--- config.mk ---
export PLATFORM = sky130hd
export DESIGN_NAME = regfile_wb_scheduler
export DESIGN_NICKNAME = d
export VERILOG_FILES = /design/src/rtl/regfile_pkg.sv /design/src/rtl/regfile_wb_scheduler_arbiter.sv /design/src/rtl/regfile_wb_scheduler.sv
export SDC_FILE = /design/constraint.sdc
export NUM_CORES = 1
export LEC_CHECK = 0
export CAP_MARGIN = 20
export CORE_UTILIZATION = 30
export DETAILED_ROUTE_END_ITERATION = 8
export GPL_TIMING_DRIVEN = 0
export HOLD_SLACK_MARGIN = 0.05
export MAX_ROUTING_LAYER = met4
export PLACE_DENSITY_LB_ADDON = 0.15
export SLEW_MARGIN = 20
export SYNTH_ARGS = -nofsm -noshare
export SYNTH_HDL_FRONTEND = slang
export SYNTH_SLANG_ARGS = --single-unit
export TNS_END_PERCENT = 30
--- constraint.sdc ---
create_clock -name clk -period 2.6 [get_ports clk]
set_input_delay 0.52 -clock clk [delete_from_list [all_inputs] [get_ports clk]]
set_output_delay 0.52 -clock clk [all_outputs]
set_load 0.02 [all_outputs]
--- src/rtl/regfile_pkg.sv ---
// Shared register-file constants and the writeback request record.
package regfile_pkg;
    localparam int REG_AW   = 4;
    localparam int REG_DW   = 32;
    localparam int NUM_REGS = 16;
    localparam logic [REG_AW-1:0] PC_ADDR = 4'hF;

    typedef struct packed {
        logic [REG_AW-1:0] addr;
        logic [REG_DW-1:0] data;
    } wb_req_t;
endpackage

--- src/rtl/regfile_wb_scheduler_arbiter.sv ---
// Combinational round-robin arbiter: first requester at or after ptr wins.
module rr_arbiter #(
    parameter int N  = 2,
    parameter int PW = (N > 1) ? $clog2(N) : 1
) (
    input  logic [N-1:0]  req,
    input  logic [PW-1:0] ptr,
    output logic [N-1:0]  gnt,
    output logic [PW-1:0] gnt_idx
);
    localparam logic [PW:0] NW = (PW+1)'(N);

    logic [PW:0] cand;
    logic        found;

    always_comb begin
        gnt     = '0;
        gnt_idx = '0;
        found   = 1'b0;
        cand    = '0;
        for (int i = 0; i < N; i++) begin
            cand = {1'b0, ptr} + (PW+1)'(i);
            if (cand >= NW) cand = cand - NW;
            if (!found && req[cand[PW-1:0]]) begin
                found                 = 1'b1;
                gnt_idx               = cand[PW-1:0];
                gnt[cand[PW-1:0]]     = 1'b1;
            end
        end
    end
endmodule

--- src/rtl/regfile_wb_scheduler.sv ---
// Shares the register-file write port among writeback requesters, tracks
// pending writes in a scoreboard and diverts R15 writes to the PC port.
module regfile_wb_scheduler
    import regfile_pkg::*;
#(
    parameter int NREQ = 2,
    parameter int AW   = REG_AW,
    parameter int DW   = REG_DW
) (
    input  logic               clk,
    input  logic               reset,
    input  logic [NREQ-1:0]    req_valid,
    input  logic [NREQ*AW-1:0] req_addr,
    input  logic [NREQ*DW-1:0] req_data,
    output logic [NREQ-1:0]    req_ready,
    input  logic               alloc_valid,
    input  logic [AW-1:0]      alloc_addr,
    output logic               alloc_ready,
    output logic [NUM_REGS-1:0] busy,
    output logic               we3,
    output logic [AW-1:0]      wa3,
    output logic [DW-1:0]      wd3,
    output logic               pc_we,
    output logic [DW-1:0]      pc_wd
);
    localparam int PW = (NREQ > 1) ? $clog2(NREQ) : 1;

    logic [PW-1:0]       rr_ptr_q, rr_ptr_d;
    logic [PW-1:0]       gnt_idx;
    logic [NREQ-1:0]     gnt;
    logic                xfer;
    wb_req_t             sel;
    logic [NUM_REGS-1:0] busy_q, busy_d;
    logic                we3_q, pc_we_q;
    logic [AW-1:0]       wa3_q;
    logic [DW-1:0]       wd3_q, pc_wd_q;

    rr_arbiter #(.N(NREQ), .PW(PW)) u_arb (
        .req     (req_valid),
        .ptr     (rr_ptr_q),
        .gnt     (gnt),
        .gnt_idx (gnt_idx)
    );

    assign req_ready = gnt;
    assign xfer      = |gnt;
    assign sel.addr  = req_addr[int'(gnt_idx)*AW +: AW];
    assign sel.data  = req_data[int'(gnt_idx)*DW +: DW];

    assign alloc_ready = (alloc_addr == PC_ADDR) ? 1'b1 : ~busy_q[alloc_addr];

    always_comb begin
        rr_ptr_d = rr_ptr_q;
        if (xfer) rr_ptr_d = (gnt_idx == PW'(NREQ-1)) ? '0 : gnt_idx + 1'b1;

        busy_d = busy_q;
        if (alloc_valid && alloc_ready && alloc_addr != PC_ADDR) busy_d[alloc_addr] = 1'b1;
        if (xfer) busy_d[sel.addr] = 1'b0;
        // The PC is never tracked.
        busy_d[PC_ADDR] = 1'b0;
    end

    always_ff @(posedge clk or posedge reset) begin
        if (reset) begin
            rr_ptr_q <= '0;
            busy_q   <= '0;
            we3_q    <= 1'b0;
            wa3_q    <= '0;
            wd3_q    <= '0;
            pc_we_q  <= 1'b0;
            pc_wd_q  <= '0;
        end else begin
            rr_ptr_q <= rr_ptr_d;
            busy_q   <= busy_d;
            we3_q    <= xfer && (sel.addr != PC_ADDR);
            pc_we_q  <= xfer && (sel.addr == PC_ADDR);
            if (xfer && sel.addr != PC_ADDR) begin
                wa3_q <= sel.addr;
                wd3_q <= sel.data;
            end
            if (xfer && sel.addr == PC_ADDR) pc_wd_q <= sel.data;
        end
    end

    assign busy  = busy_q;
    assign we3   = we3_q;
    assign wa3   = wa3_q;
    assign wd3   = wd3_q;
    assign pc_we = pc_we_q;
    assign pc_wd = pc_wd_q;
endmodule
# ---- Yosys cells after proc, flatten, opt, wreduce, memory -nomap -nowiden
# Index checks and enable logic that the tools add are counted.
dict set report totals {
  regBits 86
  input_bits 81
  output_inout_bits 89
  word_cells 68
}
dict set report op_classes {
  n_addsub 4
  n_lt_le_gt_ge 10
  n_eq_ne 4
  shifts 2
  n_mux 25
  bitwise 5
  reduce_logical 11
}
# operator count
set op_table {}
lappend op_table {{$shiftx A64 B7 Y32} 1}
lappend op_table {{$mux W15} 2}
lappend op_table {{$mux W1} 16}
lappend op_table {{$and A15 B15 Y15} 1}
lappend op_table {{$not A15 Y15} 1}
lappend op_table {{$or A15 B15 Y15} 1}
lappend op_table {{$lt A4 B5 Y1 const B} 2}
lappend op_table {{$logic_and A1 B1 Y1} 9}
lappend op_table {{$demux W1 S4} 2}
lappend op_table {{$eq A4 B4 Y1 const B} 2}
lappend op_table {{$ge A4 B1 Y1 const B} 2}
lappend op_table {{$ne A4 B4 Y1 const B} 2}
lappend op_table {{$shiftx A8 B4 Y4} 1}
lappend op_table {{$bmux W1 S4} 1}
lappend op_table {{$lt A1 B2 Y1 const B} 2}
lappend op_table {{$mux W2} 2}
lappend op_table {{$add A1 B1 Y2 const B} 1}
lappend op_table {{$demux W1 S1} 2}
lappend op_table {{$ge A1 B1 Y1 const B} 2}
lappend op_table {{$ge A1 B2 Y1 const B} 1}
lappend op_table {{$ge A2 B2 Y1 const B} 1}
lappend op_table {{$or A2 B2 Y2} 1}
lappend op_table {{$reduce_or A2 Y1} 1}
lappend op_table {{$sub A1 B1 Y1 const B} 2}
lappend op_table {{other kinds (3)} 3}

# ---- Depth between registers and ports, before layout
# Gate-level depths: netlist of the first run.
dict set report logic_depth {
  ltp_word 16
  mapped_depth 7
  depth_no_buf 5
}

# ---- Hierarchy
# A second synthesis of the first run with hierarchy kept.
dict set report unflattened {
  cells_unflattened 379
  area_unflattened_um2 4147.7
}
# module n_inst cells_each area_each_um2 seq_area_each_um2
set by_module_without_submodules {}
lappend by_module_without_submodules {regfile_wb_scheduler 1 375 4117.7 2152.1}
lappend by_module_without_submodules {rr_arbiter 1 4 30.0 0.0}

# ---- Worst setup path after synthesis of the first run
# OpenSTA, ideal clock, no wires.
dict set report synth_timing {
  kind {in2out}
  from {input port alloc_addr[1]}
  to {output port alloc_ready}
  arrival_ns 1.656
  required_ns 2.080
  setup_slack_ns 0.424
  stages 5
  n_path_buf 2
  path_cell_list {buf_2 -> clkbuf_1 -> nand3b_1 -> o211ai_1 -> a31oi_1}
}
dict set report synth_via {
  elab_chain_len 4
  word_cells_on_any_way 5
  cone_classes {eq/ne: 1; mux: 3; bitwise: 1}
}
# element line
set synth_lines {}
lappend synth_lines {{start: declaration} regfile_wb_scheduler.sv:17} ;# input logic [AW-1:0] alloc_addr,
lappend synth_lines {{$bmux W1 S4} regfile_wb_scheduler.sv:50} ;# assign alloc_ready = (alloc_addr == PC_ADDR) ? 1'b1 : ~busy_q[alloc_addr];
lappend synth_lines {{$mux W1 (not written as such)} regfile_wb_scheduler.sv:50}
lappend synth_lines {{$not A1 Y1} regfile_wb_scheduler.sv:50}
lappend synth_lines {{$mux W1 *} regfile_wb_scheduler.sv:50}
lappend synth_lines {{end: declaration} regfile_wb_scheduler.sv:18} ;# output logic alloc_ready,
# Mark *: on every way between the ends. The rest lies on a longest branch, timed or not. The select of a mux whose other input is x is not followed.

# ---- Worst setup path after layout of the first run
dict set report layout_timing {
  from {input port alloc_addr[0]}
  to {output port alloc_ready}
}
# The elaborated chain is that of the path after synthesis.

==> impl_metrics.json, run 1 <==
{
  "status": "completed",
  "worstSetupPathType": "input port to output pin",
  "fin_cells": 670,
  "synth_warnings": 0,
  "port_buffers": 167,
  "relSlewSlack_pct": 53.2,
  "critPathSlowestCell": "clkdlybuf4s50_1",
  "regArea_sq_mm": 0.00215,
  "synth_common_cells": "dfrtp_1 (86), mux2_2 (64), mux2_4 (28)",
  "cts_hold_buf": 0,
  "postSynthAreaPerCell_sq_um": 14.0,
  "dp.cells": 654,
  "synth_nets": 386,
  "grt_pass1_wl_um": 18100,
  "antenna_left": 0,
  "rsz0062_at_grt": "no",
  "skew_ns": 0.00298,
  "cts_buffers": 9,
  "start_kind": "input port",
  "grt_pass1_vias": 3364,
  "max-clock-path-buffers": 2,
  "yosys.area.top_type": "dfrtp_1",
  "syn_inst": 305,
  "overflow": 0,
  "cts_root_buf": "clkbuf_16",
  "crit_path_end_kind": "output pin",
  "drt_iter0_markers": 124,
  "cp_max_fo": 10,
  "hold_viol": 0,
  "crit_chain": "clkdlybuf4s50_1 -> clkbuf_4 -> o211ai_1 -> a31oi_1 -> clkdlybuf4s15_1",
  "seq_area_frac_synth_pct": 50.3,
  "fin_ws_ns": 0.0674,
  "p_per_area_mw_per_mm2": 796,
  "peakVddDrop_uv": 397,
  "crit_path_max_incr_delay_ns": 0.60,
  "grt_max_degree": 32,
  "coreArea_sq_mm": 0.0139,
  "drtPass1Iterations": 4,
  "multi_input_area_sq_mm": 0.00195,
  "synth-async-reset-ratio_pct": 100,
  "finalNetCount": 567,
  "pre_cts_ws_ns": -0.412,
  "rows": 43,
  "netlist.area_leader.share_pct": 50.3,
  "htree_levels": 3,
  "cts_tree": "built",
  "max-cap-violations": 0,
  "detail_route.wl_per_cell_um": 17.3,
  "path_delay_family": "buffers and inverters",
  "cp.required_ns": 2.08,
  "path_buf_inv": 3,
  "worstHoldPathType": "flip-flop to flip-flop",
  "synthesis.area_sq_mm": 0.00428,
  "remaining_drc_errors": 0,
  "drive_gt1_share_pct": 28.0,
  "wl_met3_um": 637,
  "clk_pin_slew_ns": 0.06,
  "die_y_um": 121,
  "synth_area_leaders": "dfrtp_1 (50%), mux2_2 (17%), mux2_4 (9.8%), buf_6 (1.8%), mux2i_1 (1.6%)",
  "io-pin-count": 170,
  "hold_slack_ns": 0.499,
  "wl_met2_um": 5810,
  "die_area_sq_mm": 0.0148,
  "place_congestion": 0.833,
  "clock_latency_ns": 0.34,
  "worst_pin_slew_ns": 0.701,
  "layout_min_cycle_time_ns": 2.53,
  "antenna_found_initial": 0,
  "fillers": 1283,
  "diodes": 0,
  "avgViaCountPerCell": 4.90,
  "initial_utilization_pct": 30.8,
  "finalSetupTns_ns": 0,
  "track_usage_pct": 16.8,
  "ys_types": 57,
  "area_growth_pct": 52.6,
  "fp.dieW_um": 121,
  "synth_edf_count": 0,
  "vias": 3281,
  "wl_met1_um": 4940,
  "ys_seq_elements": 86,
  "post-route-period-util_pct": 97.4,
  "route.top_layer_used": "met4",
  "fin_util_pct": 47.1,
  "arrival_ns": 2.01,
  "cts.sinks": 86,
  "setup_viol": 0,
  "fmax_mhz": 395,
  "wirelength_um": 11600,
  "yosysMostFrequentCell": "dfrtp_1",
  "static-leakage-power_nw": 2.74,
  "report.final.slew_viol_count": 0,
  "hpwl_um": 8550,
  "synth_top_flop_cell": "dfrtp_1"
}
[per-layer routing]
layer | vias to the layer above | GRT usage [%]
li1 | 1503 | -
met1 | 1648 | 20.1
met2 | 114 | 27.0
met3 | 16 | 4.28
met4 | 0 | 6.71
met5 | - | -
[kinds of logic after synthesis]
kind of cell / share of synthesized area [%]
AOI/OAI and AO/OA: 9.53
buffers and inverters: 4.41
DFF: 50.3
muxes: 29.9
other: 0.0876
and+or+nand+nor: 5.84
[worst register-to-register path, stage by stage, from the launching register on]
cell	delay (ns)
dfrtp_1	0.41
nand2b_1	0.15
buf_6	0.16
a32oi_1	0.20
a21oi_4	0.35
buf_6	0.23
mux2_2	0.36
[cell type report]
type,instances,share of cell area [%]
sequential,86,32.9
inverter,7,0.460
multi-input combinational,195,29.8
timing repair buffer,170,26.3
clock buffer,11,3.72
tap,180,3.45
clock inverter,4,0.728
buffer,17,2.60
[power by group]
| group | switching, W | internal, W |
|---|---|---|
| Clock | 0.000522 | 0.000762 |
| Combinational | 0.000936 | 0.00110 |
| Sequential | 0.000196 | 0.00168 |
[registers in the layout, summed over array words and instances (netlist names)]
name      flops
pc_wd        32
wd3          32
busy         15
wa3           4
pc_we         1
rr_ptr_q      1
we3           1
[path summary, 6_finish.rpt]
path                       slack, ns  cells after the start     startpoint     endpoint
min in group asynchronous       0.63                      2          reset      wd3[27]
setup / recovery                0.07                      5  alloc_addr[0]  alloc_ready
hold reg to reg                 0.50                      1         wa3[1]       wa3[1]
setup reg to reg                0.64                      6       rr_ptr_q     pc_wd[1]
hold / removal                  0.50                      1         wa3[1]       wa3[1]
max in group asynchronous       1.39                      3          reset    pc_wd[23]
[stage by stage]
stage | cell area (sq um) | power (W)
2_1_floorplan | 4290 | 0.00293
3_5_place_dp | 6220 | 0.00395
6_report | 6530 | 0.00520
3_3_place_gp | 6180 | 0.00392
5_1_grt | 6530 | 0.00546
4_1_cts | 6530 | 0.00528
[timing repair]
action | CTS | global route
cloned | 0 | 0
buffers inserted | 1 | 0
resized for setup | 7 | 4
endpoints found under the setup margin | 2 | 2
[cell usage in the layout (no fill, tap or decap), types with 5 or more instances in the layout]
cell type / n
nor2_1: 5
mux2_2: 64
buf_4: 5
clkbuf_16: 9
mux2i_1: 7
nand2_1: 8
buf_6: 7
a21oi_1: 9
mux2_4: 28
nor2b_1: 5
clkdlybuf4s50_1: 163
inv_1: 5
dfrtp_1: 86
(Power assumes the default switching activity.)
==> inputs of run 2 (changes only) <==
--- a/config.mk
+++ b/config.mk
@@ -11,7 +11,8 @@
 export GPL_TIMING_DRIVEN = 0
 export HOLD_SLACK_MARGIN = 0.05
 export MAX_ROUTING_LAYER = met4
-export PLACE_DENSITY_LB_ADDON = 0.15
+export PLACE_DENSITY = 0.69
+export SKIP_CTS_REPAIR_TIMING = 1
 export SLEW_MARGIN = 20
 export SYNTH_ARGS = -nofsm -noshare
 export SYNTH_HDL_FRONTEND = slang
==> run 2 against run 1 <==
Effect of this change:
- die area did not move
- sequential share of layout area is 0.076 points lower
- clock skew rose by 0.0018 ns
- sequential cell count stayed put
- sequential power hardly changed
- critical path depth is 1 lower
- register-to-register slack about the same
- non-clock buffer count is 1 higher
- critical endpoint is now req_ready[0]
- highest routed layer unchanged
==> impl_metrics.json, run 2 (synthesis results as in run 1) <==
{
  "status": "completed",
  "setup_viol": 0,
  "wirelength_um": 11400,
  "vias": 3319,
  "route.top_layer_used": "met4",
  "arrival_ns": 2.04,
  "wl_met1_um": 4860,
  "peakVddDrop_uv": 331,
  "grt_pass1_vias": 3433,
  "p_per_area_mw_per_mm2": 799,
  "cts.sinks": 86,
  "finalSetupTns_ns": 0,
  "coreArea_sq_mm": 0.0139,
  "crit_path_max_incr_delay_ns": 0.61,
  "drt_iter0_markers": 153,
  "antenna_left": 0,
  "max-cap-violations": 0,
  "place_congestion": 0.901,
  "diodes": 0,
  "fmax_mhz": 390,
  "cts_tree": "built",
  "report.final.slew_viol_count": 0,
  "cp_max_fo": 6,
  "path_buf_inv": 3,
  "hpwl_um": 8490,
  "max-clock-path-buffers": 2,
  "hold_slack_ns": 0.496,
  "clk_pin_slew_ns": 0.06,
  "cts_buffers": 9,
  "final_cell_mix": "clkdlybuf4s50_1 (164), dfrtp_1 (86), mux2_2 (64)",
  "antenna_found_initial": 0,
  "post-route-period-util_pct": 98.6,
  "clock_latency_ns": 0.34,
  "mostFrequentLayoutCell": "clkdlybuf4s50_1",
  "fillers": 1282,
  "rsz0062_at_grt": "no",
  "crit_chain": "clkdlybuf4s50_1 -> a21bo_2 -> inv_1 -> clkdlybuf4s50_1",
  "start_kind": "input port",
  "worstSetupPathType": "input port to output pin",
  "drive_gt1_share_pct": 27.9,
  "grt_pass1_wl_um": 17800,
  "cts_root_buf": "clkbuf_16",
  "initial_utilization_pct": 30.8,
  "layout_min_cycle_time_ns": 2.56,
  "remaining_drc_errors": 0,
  "critPathSlowestCell": "clkdlybuf4s50_1",
  "port_buffers": 167,
  "overflow": 0,
  "fin_ws_ns": 0.0377,
  "fin_cells": 671,
  "die_y_um": 121,
  "track_usage_pct": 16.3,
  "cp.required_ns": 2.08,
  "wl_met2_um": 5550,
  "drtPass1Iterations": 4,
  "die_area_sq_mm": 0.0148,
  "worstHoldPathType": "flip-flop to flip-flop",
  "rows": 43,
  "io-pin-count": 170,
  "path_delay_family": "buffers and inverters",
  "avgViaCountPerCell": 4.95,
  "htree_levels": 3,
  "crit_path_end_kind": "output pin",
  "pre_cts_ws_ns": -0.384,
  "fp.dieW_um": 121,
  "skew_ns": 0.00478,
  "finalNetCount": 568,
  "hold_viol": 0,
  "dp.cells": 654,
  "cp_common_cell": "clkdlybuf4s50_1",
  "area_growth_pct": 52.9,
  "detail_route.wl_per_cell_um": 17.0,
  "worst_pin_slew_ns": 0.663,
  "grt_max_degree": 34,
  "wl_met3_um": 769,
  "static-leakage-power_nw": 2.76,
  "relSlewSlack_pct": 55.7
}
## run 2: cell type report
type | count | area [sq um] | share of cell area, %
Sequential cell | 86 | 2150 | 32.9
Multi-Input combinational cell | 195 | 1940 | 29.6
Inverter | 7 | 30.0 | 0.459
Tap cell | 180 | 225 | 3.44
Clock buffer | 12 | 256 | 3.92
Clock inverter | 3 | 43.8 | 0.669
Timing Repair Buffer | 171 | 1730 | 26.5
Buffer | 17 | 165 | 2.52
## run 2: path summary, 6_finish.rpt
check                      cells after the start          from      endpoint  slack (ns)
setup / recovery                               4  req_valid[0]  req_ready[0]        0.04
hold / removal                                 1        wa3[1]        wa3[1]        0.50
setup reg to reg                               6      rr_ptr_q     pc_wd[12]        0.65
hold reg to reg                                1        wa3[1]        wa3[1]        0.50
max in group asynchronous                      3         reset       wd3[23]        1.40
min in group asynchronous                      2         reset        wa3[2]        0.62
## run 2: stage by stage
step / cell area (sq um) / power, W / utilization, %
final: 6550 / 0.00523 / 47.2
after global routing: 6550 / 0.00548 / 47.2
after CTS: 6520 / 0.00528 / 47.0
after detailed placement: 6220 / 0.00394 / 44.8
after global placement: 6180 / 0.00390 / 44.5
after floorplan: 4290 / 0.00293 / -
## run 2: power by group
group / switching, W / total (W) / internal (W)
Combinational: 0.000936 / 0.00205 / 0.00111
Sequential: 0.000203 / 0.00188 / 0.00168
Clock: 0.000511 / 0.00130 / 0.000792
Total: 0.00165 / 0.00523 / 0.00358
## run 2: layer usage
layer / vias to the layer above / global-route usage, %
met5: - / -
met4: 0 / 7.10
met3: 23 / 3.24
met2: 137 / 25.6
met1: 1658 / 20.4
li1: 1501 / -
==> inputs of run 3 (changes only) <==
--- a/config.mk
+++ b/config.mk
@@ -11,7 +11,7 @@
 export GPL_TIMING_DRIVEN = 0
 export HOLD_SLACK_MARGIN = 0.05
 export MAX_ROUTING_LAYER = met4
-export PLACE_DENSITY = 0.69
+export PLACE_DENSITY = 0.67
 export SKIP_CTS_REPAIR_TIMING = 1
 export SLEW_MARGIN = 20
 export SYNTH_ARGS = -nofsm -noshare
==> constraint.sdc (replaced) <==
create_clock -name clk -period 3.1 [get_ports clk]
set_input_delay 0.62 -clock clk [delete_from_list [all_inputs] [get_ports clk]]
set_output_delay 0.62 -clock clk [all_outputs]
set_load 0.02 [all_outputs]
==> run 3 against run 2 <==
Effect of this change:
- cell count is the same
- hold slack gained 0.0014 ns
- critical path depth grew 1
- sequential share of layout area is essentially flat
- power shrank 14%
- sequential power shrank 15%
- sequential cell count is the same
- final area grew 0.13%
- first-iteration DRC count grew 27%
- highest routed layer unchanged
==> impl_metrics.json, run 3 (synthesis results as in run 1) <==
{
  "status": "completed",
  "grt_max_degree": 51,
  "fin_cells": 671,
  "arrival_ns": 2.31,
  "detail_route.wl_per_cell_um": 17.1,
  "fp.dieW_um": 121,
  "max-cap-violations": 0,
  "skew_ns": 0.00455,
  "io-pin-count": 170,
  "crit_path_end_kind": "output pin",
  "start_kind": "input port",
  "cts.sinks": 86,
  "coreArea_sq_mm": 0.0139,
  "setup_viol": 0,
  "fmax_mhz": 341,
  "report.final.slew_viol_count": 0,
  "regToRegSetupSlack_ns": 1.17,
  "fin_util_pct": 47.2,
  "fin_ws_ns": 0.171,
  "cts_root_buf": "clkbuf_16",
  "remaining_drc_errors": 0,
  "peakVddDrop_uv": 339,
  "cts_tree": "built",
  "rsz0062_at_grt": "no",
  "die_area_sq_mm": 0.0148,
  "die_y_um": 121,
  "vias": 3320,
  "worstSetupPathType": "input port to output pin",
  "regArea_sq_mm": 0.00215,
  "cp.required_ns": 2.48,
  "track_usage_pct": 16.1,
  "clock_latency_ns": 0.34,
  "cts_buffers": 9,
  "rows": 43,
  "cp_max_fo": 10,
  "static-leakage-power_nw": 2.75,
  "grt_pass1_wl_um": 17500,
  "antenna_found_initial": 0,
  "area_growth_pct": 53.1,
  "max-clock-path-buffers": 2,
  "diodes": 0,
  "hold_viol": 0,
  "worst_pin_slew_ns": 0.500,
  "finalNetCount": 567,
  "port_buffers": 167,
  "relSlewSlack_pct": 66.4,
  "finalPower_w": 0.00449,
  "final_cell_mix": "clkdlybuf4s50_1 (166), dfrtp_1 (86), mux2_2 (64)",
  "grt_pass1_vias": 3350,
  "hpwl_um": 8370,
  "fillers": 1257,
  "overflow": 0,
  "place_congestion": 0.908,
  "p_per_area_mw_per_mm2": 685,
  "worstHoldPathType": "flip-flop to flip-flop",
  "antenna_left": 0,
  "pre_cts_ws_ns": -0.112,
  "drtPass1Iterations": 4,
  "htree_levels": 3,
  "multi_input_area_sq_mm": 0.00194,
  "dp.cells": 653,
  "avgViaCountPerCell": 4.95,
  "drt_iter0_markers": 194,
  "drive_gt1_share_pct": 28.1,
  "initial_utilization_pct": 30.8,
  "layout_min_cycle_time_ns": 2.93,
  "clk_pin_slew_ns": 0.06,
  "post-route-period-util_pct": 94.5,
  "wirelength_um": 11400,
  "mostFrequentLayoutCell": "clkdlybuf4s50_1"
}
## run 3: changes by cell type in the layout (fill, tap and decap cells not counted), moves of 2 or more
cell | previous run | this run
buf_12 | 4 | 2
clkbuf_8 | 2 | 0
clkdlybuf4s50_1 | 164 | 166
dlymetal6s2s_1 | 3 | 1
inv_6 | 0 | 3
## run 3: final cells by class
class	count	area share [%]
Buffer	17	2.52
Clock buffer	9	3.44
Clock inverter	7	1.56
Inverter	7	0.439
Multi-Input combinational cell	195	29.6
Sequential cell	86	32.8
Tap cell	180	3.44
Timing Repair Buffer	170	26.2
## run 3: final timing paths
| path | startpoint | endpoint | cells past startpoint |
|---|---|---|---|
| min in group asynchronous | reset | wd3[11] | 2 |
| hold / removal | wa3[1] | wa3[1] | 1 |
| setup reg to reg | rr_ptr_q | pc_wd[30] | 6 |
| max in group asynchronous | reset | pc_we | 3 |
| hold reg to reg | wa3[1] | wa3[1] | 1 |
| setup / recovery | req_valid[1] | req_ready[1] | 5 |
## run 3: power by group
| group | total [W] | switching, W | internal [W] | leakage (nW) |
|---|---|---|---|---|
| Combinational | 0.00171 | 0.000780 | 0.000931 | 1.55 |
| Clock | 0.00119 | 0.000475 | 0.000719 | 0.163 |
| Sequential | 0.00159 | 0.000179 | 0.00141 | 1.03 |
## run 3: worst max-delay path, stage by stage
cell and delay, ns:
clkdlybuf4s50_1 0.51, buf_2 0.27, nand2_8 0.13, inv_2 0.15, clkdlybuf4s50_1 0.62
## run 3: per-layer routing
metal / part of all wire [%] / track usage, % / up-vias / routed length, um
met4: 2.6 / 7.48 / 0 / 298
met5: 0 / - / - / 0
met3: 6.5 / 3.48 / 26 / 742
li1: - / - / 1506 / -
met2: 47 / 24.6 / 161 / 5420
met1: 44 / 20.4 / 1627 / 4980
## run 3: metrics by stage
stage / instance area, sq um / setup TNS, ns / hold slack, ns
6_report: 6560 / 0 / 0.497
5_1_grt: 6560 / 0 / 0.524
4_1_cts: 6540 / -0.113 / 0.505
3_5_place_dp: 6210 / -0.112 / 0.490
3_3_place_gp: 6180 / -99.56 / 0.483
2_1_floorplan: 4280 / 0 / 0.541
